$ cat src/rtl/conv_mac_seq.sv
// conv_mac_seq: K x K window multiply-accumulate, time-multiplexed over LANES
// multipliers, with saturate/wrap accumulation, chaining and a valid/ready result.
module conv_mac_seq #(
    parameter int DATA_WIDTH  = 8,
    parameter int KERNEL_SIZE = 3,
    parameter int LANES       = 3,
    parameter int ACC_WIDTH   = 32,
    parameter bit SIGNED      = 1'b1,
    parameter bit SATURATE    = 1'b1
) (
    input  logic                                          Clk,
    input  logic                                          Rst,
    input  logic [KERNEL_SIZE*KERNEL_SIZE*DATA_WIDTH-1:0] multiplier_input,
    input  logic [KERNEL_SIZE*KERNEL_SIZE*DATA_WIDTH-1:0] multiplicand_input,
    input  logic                                          start,
    input  logic                                          chain,
    output logic                                          start_ready,
    output logic                                          busy,
    output logic [ACC_WIDTH-1:0]                          acc_out,
    output logic                                          acc_valid,
    input  logic                                          acc_ready,
    output logic                                          overflow
);
    localparam int KK = KERNEL_SIZE * KERNEL_SIZE;
    localparam int NG = (KK + LANES - 1) / LANES;
    localparam int PW = 2 * DATA_WIDTH;
    localparam int SW = ACC_WIDTH + $clog2(LANES) + 1;
    localparam int GW = (NG > 1) ? $clog2(NG) : 1;
    localparam int WW = NG * LANES * DATA_WIDTH;
    localparam logic [GW-1:0] LAST_G = GW'(NG - 1);

    typedef enum logic [1:0] {
        S_IDLE,
        S_MAC,
        S_FLUSH,
        S_DONE
    } state_t;

    state_t                   r_state;
    state_t                   w_next;
    logic                     w_start_ready;
    logic                     w_accept;
    logic [WW-1:0]            r_win_a;
    logic [WW-1:0]            r_win_b;
    logic [GW-1:0]            r_grp;
    logic [LANES-1:0][PW-1:0] r_prod;
    logic [LANES-1:0][PW-1:0] w_prod;
    logic                     r_pvalid;
    logic [ACC_WIDTH-1:0]     r_acc;
    logic [ACC_WIDTH-1:0]     w_acc_next;
    logic [ACC_WIDTH-1:0]     w_sat;
    logic                     r_ovf;
    logic                     w_ovf;
    logic [SW-1:0]            w_sum;
    logic [SW-ACC_WIDTH:0]    w_top_s;
    logic [SW-ACC_WIDTH-1:0]  w_top_u;

    // Operands are widened with their sign (or zero) so a plain
    // PW x PW product yields the correct low PW bits in both modes.
    function automatic logic [PW-1:0] mul(
        input logic [DATA_WIDTH-1:0] a,
        input logic [DATA_WIDTH-1:0] b
    );
        logic [PW-1:0] ax;
        logic [PW-1:0] bx;
        ax = {{DATA_WIDTH{SIGNED & a[DATA_WIDTH-1]}}, a};
        bx = {{DATA_WIDTH{SIGNED & b[DATA_WIDTH-1]}}, b};
        return ax * bx;
    endfunction

    function automatic logic [SW-1:0] ext_acc(input logic [ACC_WIDTH-1:0] x);
        return {{(SW - ACC_WIDTH){SIGNED & x[ACC_WIDTH-1]}}, x};
    endfunction

    function automatic logic [SW-1:0] ext_prod(input logic [PW-1:0] x);
        return {{(SW - PW){SIGNED & x[PW-1]}}, x};
    endfunction

    always_comb begin
        w_next        = r_state;
        w_start_ready = 1'b0;
        unique case (r_state)
            S_IDLE: begin
                w_start_ready = 1'b1;
                if (start) w_next = S_MAC;
            end
            S_MAC: begin
                if (r_grp == LAST_G) w_next = S_FLUSH;
            end
            S_FLUSH: begin
                w_next = S_DONE;
            end
            S_DONE: begin
                w_start_ready = acc_ready;
                if (acc_ready) w_next = start ? S_MAC : S_IDLE;
            end
            default: begin
                w_next = S_IDLE;
            end
        endcase
    end

    assign w_accept    = start && w_start_ready;
    assign start_ready = w_start_ready;
    assign busy        = (r_state == S_MAC) || (r_state == S_FLUSH);
    assign acc_valid   = (r_state == S_DONE);
    assign acc_out     = r_acc;
    assign overflow    = r_ovf;

    // Windows are zero-padded to NG*LANES elements, so tail lanes multiply 0.
    always_comb begin
        w_prod = '0;
        for (int l = 0; l < LANES; l++) begin
            w_prod[l] = mul(
                r_win_a[(int'(r_grp) * LANES + l) * DATA_WIDTH +: DATA_WIDTH],
                r_win_b[(int'(r_grp) * LANES + l) * DATA_WIDTH +: DATA_WIDTH]);
        end
    end

    always_comb begin
        w_sum = ext_acc(r_acc);
        for (int l = 0; l < LANES; l++) begin
            w_sum = w_sum + ext_prod(r_prod[l]);
        end
    end

    assign w_top_s = w_sum[SW-1:ACC_WIDTH-1];
    assign w_top_u = w_sum[SW-1:ACC_WIDTH];

    always_comb begin
        w_ovf = 1'b0;
        w_sat = '1;
        if (SIGNED) begin
            w_ovf = !((&w_top_s) || !(|w_top_s));
            w_sat = w_sum[SW-1] ? {1'b1, {(ACC_WIDTH - 1){1'b0}}}
                                : {1'b0, {(ACC_WIDTH - 1){1'b1}}};
        end else begin
            w_ovf = |w_top_u;
        end
        w_acc_next = (SATURATE && w_ovf) ? w_sat : w_sum[ACC_WIDTH-1:0];
    end

    always_ff @(posedge Clk or posedge Rst) begin
        if (Rst) r_state <= S_IDLE;
        else     r_state <= w_next;
    end

    always_ff @(posedge Clk or posedge Rst) begin
        if (Rst) begin
            r_win_a  <= '0;
            r_win_b  <= '0;
            r_grp    <= '0;
            r_prod   <= '0;
            r_pvalid <= 1'b0;
            r_acc    <= '0;
            r_ovf    <= 1'b0;
        end else begin
            r_pvalid <= (r_state == S_MAC);
            if (r_state == S_MAC) begin
                r_prod <= w_prod;
                r_grp  <= (r_grp == LAST_G) ? '0 : r_grp + GW'(1);
            end
            // Accept only happens in IDLE/DONE, when the product stage is empty.
            if (w_accept) begin
                r_win_a <= WW'(multiplier_input);
                r_win_b <= WW'(multiplicand_input);
                r_grp   <= '0;
                if (!chain) begin
                    r_acc <= '0;
                    r_ovf <= 1'b0;
                end
            end else if (r_pvalid) begin
                r_acc <= w_acc_next;
                r_ovf <= r_ovf | w_ovf;
            end
        end
    end
endmodule
$ cat config.mk
export PLATFORM = sky130hd
export DESIGN_NAME = conv_mac_seq
export DESIGN_NICKNAME = d
export VERILOG_FILES = /design/src/rtl/conv_mac_seq.sv
export SDC_FILE = /design/constraint.sdc
export NUM_CORES = 1
export LEC_CHECK = 0
export ABC_AREA = 1
export BUFFER_PORTS_ARGS = -buffer_cell sky130_fd_sc_hd__buf_2
export CAP_MARGIN = 20
export CORE_ASPECT_RATIO = 0.5
export CORE_MARGIN = 3
export CORE_UTILIZATION = 50
export DETAILED_ROUTE_END_ITERATION = 16
export GPL_TIMING_DRIVEN = 0
export PLACE_DENSITY = 0.75
export SLEW_MARGIN = 20
export SYNTH_ARGS = -nofsm -noshare
export SYNTH_HDL_FRONTEND = slang
export SYNTH_SLANG_ARGS = --single-unit
$ cat constraint.sdc
create_clock -name Clk -period 12.01 [get_ports Clk]
set_input_delay 1.8015 -clock Clk [delete_from_list [all_inputs] [get_ports Clk]]
set_output_delay 1.8015 -clock Clk [all_outputs]
set_load 0.01 [all_outputs]
== Yosys cells after proc, flatten, opt, wreduce, memory -nomap -nowiden ==
Index checks and enable logic that the tools add are counted.
Storage, ports and cells
  output and inout bits: 36
  input port bits: 149
  flip-flop bits (word level): 230
  logic and storage cells: 64
Operators by class
  $add $sub $neg: 6
  $mul: 4
  reduce and logical (&&, ||, !) cells: 12
  mux-type cells: 17
  bitwise logic cells: 1
  equality and inequality tests: 8
  shift operators: 6
Operator list (number)
  32-bit two-way mux: 5
  72-bit by 32-bit indexed part select with 8-bit output: 2
  72-bit by 8-bit indexed part select with 8-bit output: 2
  72-bit by 9-bit indexed part select with 8-bit output: 2
  8-bit by 8-bit multiplier with 16-bit output: 3
  34-bit by 16-bit adder with 35-bit output: 1
  33-bit by 16-bit adder with 34-bit output: 1
  32-bit by 16-bit adder with 33-bit output: 1
  29-bit by 2-bit adder with 29-bit output, second input constant: 1
  2-bit two-way mux: 6
  2-bit case mux with 4 select lines: 1
  2-bit equality test, second input constant: 3
  2-bit inequality test, second input constant: 3
  4-bit by 2-bit adder with 5-bit output, second input constant: 1
  2-bit by 2-bit multiplier with 4-bit output, second input constant: 1
  1-bit two-way mux: 4
  4-bit AND reduction: 1
  2-bit nonzero test: 2
  4-bit OR reduction: 1
  3-bit AND reduction: 1
  2-bit by 1-bit adder with 2-bit output, second input constant: 1
  2-bit by 1-bit equality test with 1-bit output, second input constant: 1
  1-bit logical NOT: 2
  2-bit logical NOT: 1
  6 further kinds: 7

== Longest topological paths before layout ==
  depth in word-level cells: 10
  depth in mapped cells: 30
  mapped depth without buffers: 26

== Worst setup path before layout ==
OpenSTA, ideal clock, no wires.
  path kind: reg-to-reg
  start: reg r_grp[1]
  end: reg r_prod[31] (netlist name)
  data arrival time: 5.751 ns
  buffers on the path: 4
  setup slack: 6.126 ns
  stages on the path, launching flop included: 30
  library setup time: 0.133 ns
  data required time: 11.877 ns
  cell sequence: dfrtp_1 clkbuf_2 inv_1 clkbuf_1 clkbuf_1 ha_1 inv_1 clkbuf_1 a21oi_1 a21oi_1 nand2_1 inv_1 nand2_1 fa_1 fa_1 inv_1 fa_1 inv_1 fa_1 inv_1 ha_1 inv_1 nor3_1 nand3_1 nand3_1 nand2_1 nand2_1 a21oi_1 xnor2_1 o21ai_0
Between the ends
  cells in the longest elaborated chain, start to end: 4
  elaborated cells between the ends (all ways): 5
  those cells by class: add/sub (1); mul (2); shift (2)
Ends and longest elaborated chain
  from (decl): RTL line 45  | logic [GW-1:0] r_grp;
  from (signal assigned): RTL line 161  | r_grp <= (r_grp == LAST_G) ? '0 : r_grp + GW'(1);
  2-bit by 2-bit multiplier with 4-bit output *: RTL line 115, 116
  29-bit by 2-bit adder with 29-bit output *: RTL line 115, 116
  72-bit by 32-bit indexed part select with 8-bit output, on equally long branches: RTL line 115, 116
  8-bit by 8-bit multiplier with 16-bit output *: RTL line 68  | return ax * bx;
  to (signal assigned): RTL line 160  | r_prod <= w_prod;
  to (decl): RTL line 46  | logic [LANES-1:0][PW-1:0] r_prod;
Mark *: on every way between the ends. The rest lies on a longest branch, timed or not.
A chain may end at the register's enable or synchronous reset.

== Worst setup path in the final report ==
  start: reg r_grp[1]
  end: reg r_prod[28] (netlist name)
Same word-level chain as after synthesis.

==> results.txt <==
* Hold endpoint: r_win_b[45]
* Number of standard-cell rows in the floorplan: 52
* Number of antenna-violating nets in the routed design: 0
- Tightest slew margin relative to the limit: 27.1%
* Final nets: 3373
- In this run, post-CTS repair resized a total of 0 instances.
- The tool flagged a number of max-cap violations equal to 0.
* Average cell area after synthesis: between 7 and 8 sq um
- Worst reg2reg setup slack: ~4.6 ns
* Worst path max stage delay: 0.55 ns
- Once the clock tree was built, the setup fixing pass inserted 0 buffers.
- Hold Vio Cnt, Final: 0
- The number of antenna diodes in the final layout is 0.
* Vias: 18020
* Area of the core region: 40900 sq um
- In the final timing run, aggregate negative setup slack is 0 ns.
- STA classifies the critical path endpoint as a flop.
- Clock tree from TritonCTS: done
- Hold-critical path depth: 2
- Hold timing on the final database bottoms out at a slack of 0.479 ns.
- The tree is rooted in a sky130_fd_sc_hd__clkbuf_16.
- For this run, the leading register cell type out of synthesis is sky130_fd_sc_hd__dfrtp_1.
- Count of pins over their slew limit: 0
- Routed via count divided by cell count: 5.26
- The worst hold path begins at r_win_b[45].
- Category of the worst setup path launch point: flop
* Worst r2r dst: r_prod[28]
- Sequential cell area fraction in the yosys report: 27.5%
* Number of port buffers: roughly 180
- The die is 151 um tall.
* Worst-path maximum fanout: 11
* Sink Count: 230
* Number of DRC violations after detailed routing: 0
- Final worst-path cycle share: a little over 60%
- At the pin with the least slew margin, the transition time is about 1.1 ns.
- The first global-routing pass estimated 93600 um of wire.
* Overall die area: 44500 sq um
- Most repeated library cell on the critical path: sky130_fd_sc_hd__inv_1
* Leftover overflow at the end of global routing: 0
- In this run the number of H-tree levels came out at 1.
- Number of antenna violations at the first check in global routing: 0
* Drt first-iter violations: 1384
- After clock tree synthesis, the clock-pin slew on the worst setup and hold paths is 0.08 ns.
- The HPWL after detailed placement is 47200 um.
- Relative to the synthesized area, the layout overhead comes to 11.7%.
- Min-Delay Path Class: flop to flop
- In this run the critical register-to-register path is launched from r_grp[1].
* Share of cells above drive strength 1: 9.61%
- The via count of the first global-routing pass was 17799.
* Worst r2r path cells: 29
- The synthesized design contains 230 register bits.
- Number of warnings printed during yosys synthesis: 0
* Worst path required time: 12.46 ns
- Dividing the detail-routed wire length by the instance count gives 17.0 um.
* Count of flip-flops with a built-in enable after synthesis: 0
* Latest clock arrival within the worst-skew pair: 0.57 ns
- Aggregate global-route resource usage: 26.8%
- DR pass1 iterations: 5
- The clock passes through at most 3 buffers.
- The setup path with the least slack is of type flop to flop.
* Wire length reported by the detailed router: 58400 um
- After layout, the minimum clock period comes to 7.41 ns.
- In this run the horizontal extent of the chip is between 200 and 300 um.
- In this run, post-CTS hold repair placed 0 buffers.
- On the final layout, the worst clock skew is ~0.037 ns.
* Ports: 185
* Critical-path top delay cell: sky130_fd_sc_hd__clkbuf_1
- Counting every instance in the synthesized netlist gives 2654.
- Unrepaired setup endpoints after global routing: no
- Initial cell density of the core: around half
- Counting flops with an async set or reset pin after synthesis yields a share of 100%.
* Worst Path Arrival: 7.86 ns
* Post-synth cell types: 48
- Finish-stage setup viols: 0
- TritonCTS created 24 clock buffers.
- The run finished with clean final reports.
- In this run the cell area of the synthesized design comes to 20900 sq um.
- Timing would allow up to 135 MHz.
- When the netlist entered floorplanning its net count stood at 3161.
- Routability-driven placement finished with a final weighted congestion of 0.934.
- Pin count of the biggest net entering global routing: 100
[critical path, delay by kind of cell (launching register included)]
kind | cells | cell delay, ns
DFF | 1 | 0.42
and+or+nand+nor | 4 | 0.62
buffers and inverters | 10 | 1.95
AOI/OAI and AO/OA | 8 | 1.42
adders and majority gates | 6 | 2.73
xor gates and xnor gates | 1 | 0.14
[through the flow]
step	instances	setup slack, ns	instance area (sq um)	utilization (%)
5_1_grt	3423	4.24	23400	57.2
3_5_place_dp	3380	4.81	22600	55.3
4_1_cts	3423	4.75	23400	57.2
6_report	3423	4.60	23400	57.2
2_1_floorplan	2654	3.90	20900	-
3_3_place_gp	3378	1.07	22500	55.1
[layout make-up]
cell class              instances  area (sq um)
fillers                      3764         17500
clock buffers                  29           649
well taps                     540           676
flip-flops and latches        230          5760
clock inverters                14           143
repair buffers                186           976
inverters                     495          1870
multi-input cells            1850         13000
plain buffers                  79           349
[worst max path at each step]
| stage | startpoint | end | slack, ns |
|---|---|---|---|
| finish | r_grp[1] | r_prod[28] | 4.60 |
| detailed placement | r_grp[1] | r_prod[31] | 4.81 |
| CTS | r_grp[1] | r_prod[31] | 4.75 |
| global placement | Rst | r_win_b[2] | 1.07 |
| floorplan | Rst | acc_out[0] | 3.90 |
| global route | r_grp[1] | r_prod[31] | 4.24 |
[cell usage after synthesis (5+ instances only)]
master                     count  area (sq um)
sky130_fd_sc_hd__a21oi_1     115           576
sky130_fd_sc_hd__a31oi_1       5          31.3
sky130_fd_sc_hd__a32oi_1      12           105
sky130_fd_sc_hd__buf_1         5          18.8
sky130_fd_sc_hd__buf_4         5          37.5
sky130_fd_sc_hd__clkbuf_1     62           233
sky130_fd_sc_hd__dfrtp_1     230          5760
sky130_fd_sc_hd__fa_1        231          4620
sky130_fd_sc_hd__ha_1        127          1590
sky130_fd_sc_hd__inv_1       488          1830
sky130_fd_sc_hd__inv_2         6          22.5
sky130_fd_sc_hd__nand2_1     834          3130
sky130_fd_sc_hd__nand2_2       6          37.5
sky130_fd_sc_hd__nand3_1      68           340
sky130_fd_sc_hd__nand3b_1      6          45.0
sky130_fd_sc_hd__nor2_1      110           413
sky130_fd_sc_hd__nor3_1        9          45.0
sky130_fd_sc_hd__o21ai_0     187           936
sky130_fd_sc_hd__o21ai_1      22           110
sky130_fd_sc_hd__o21bai_1      9          67.6
sky130_fd_sc_hd__or2_2        10          62.6
sky130_fd_sc_hd__xnor2_1      30           263
sky130_fd_sc_hd__xor2_1       31           272
[registers in the layout, summed over array words and instances, names as in the netlist]
signal / flops
acc_out: 32
r_pvalid: 1
overflow: 1
r_win_b: 72
r_state: 2
r_grp: 2
r_prod: 48
r_win_a: 72
[cell usage in the layout (no fill, tap or decap), types with 9 or more instances in the layout]
cell	Yosys	layout
sky130_fd_sc_hd__a32oi_1	12	12
sky130_fd_sc_hd__o21bai_1	9	9
sky130_fd_sc_hd__inv_1	488	487
sky130_fd_sc_hd__o21ai_0	187	187
sky130_fd_sc_hd__xor2_1	31	31
sky130_fd_sc_hd__buf_2	2	186
sky130_fd_sc_hd__a21oi_1	115	115
sky130_fd_sc_hd__nor3_1	9	9
sky130_fd_sc_hd__dfrtp_1	230	228
sky130_fd_sc_hd__xnor2_1	30	30
sky130_fd_sc_hd__clkbuf_16	0	24
sky130_fd_sc_hd__clkbuf_1	62	64
sky130_fd_sc_hd__nor2_1	110	110
sky130_fd_sc_hd__fa_1	231	231
sky130_fd_sc_hd__o21ai_1	22	22
sky130_fd_sc_hd__nand3_1	68	68
sky130_fd_sc_hd__or2_2	10	10
sky130_fd_sc_hd__nand2_1	834	834
sky130_fd_sc_hd__ha_1	127	127
[logic make-up after synthesis]
| logic type | after synthesis | share of synthesized area (%) |
|---|---|---|
| adders and majority gates | 358 | 29.7 |
| AOI/OAI and AO/OA | 370 | 9.54 |
| and+or+nand+nor | 1061 | 20.2 |
| buffers and inverters | 574 | 10.5 |
| DFF | 230 | 27.5 |
| xor gates and xnor gates | 61 | 2.55 |
[metal layers]
| metal | up-vias | routed length (um) | track usage (%) |
|---|---|---|---|
| li1 | 8522 | - | - |
| met1 | 8757 | 25500 | 36.9 |
| met2 | 630 | 26900 | 44.0 |
| met3 | 111 | 3810 | 4.07 |
| met4 | 0 | 2130 | 8.57 |
| met5 | - | 0 | 0 |
Power is left out: the tool's default activity adds up to more than one toggle a clock period on the data nets, which glitch-free logic cannot reach.
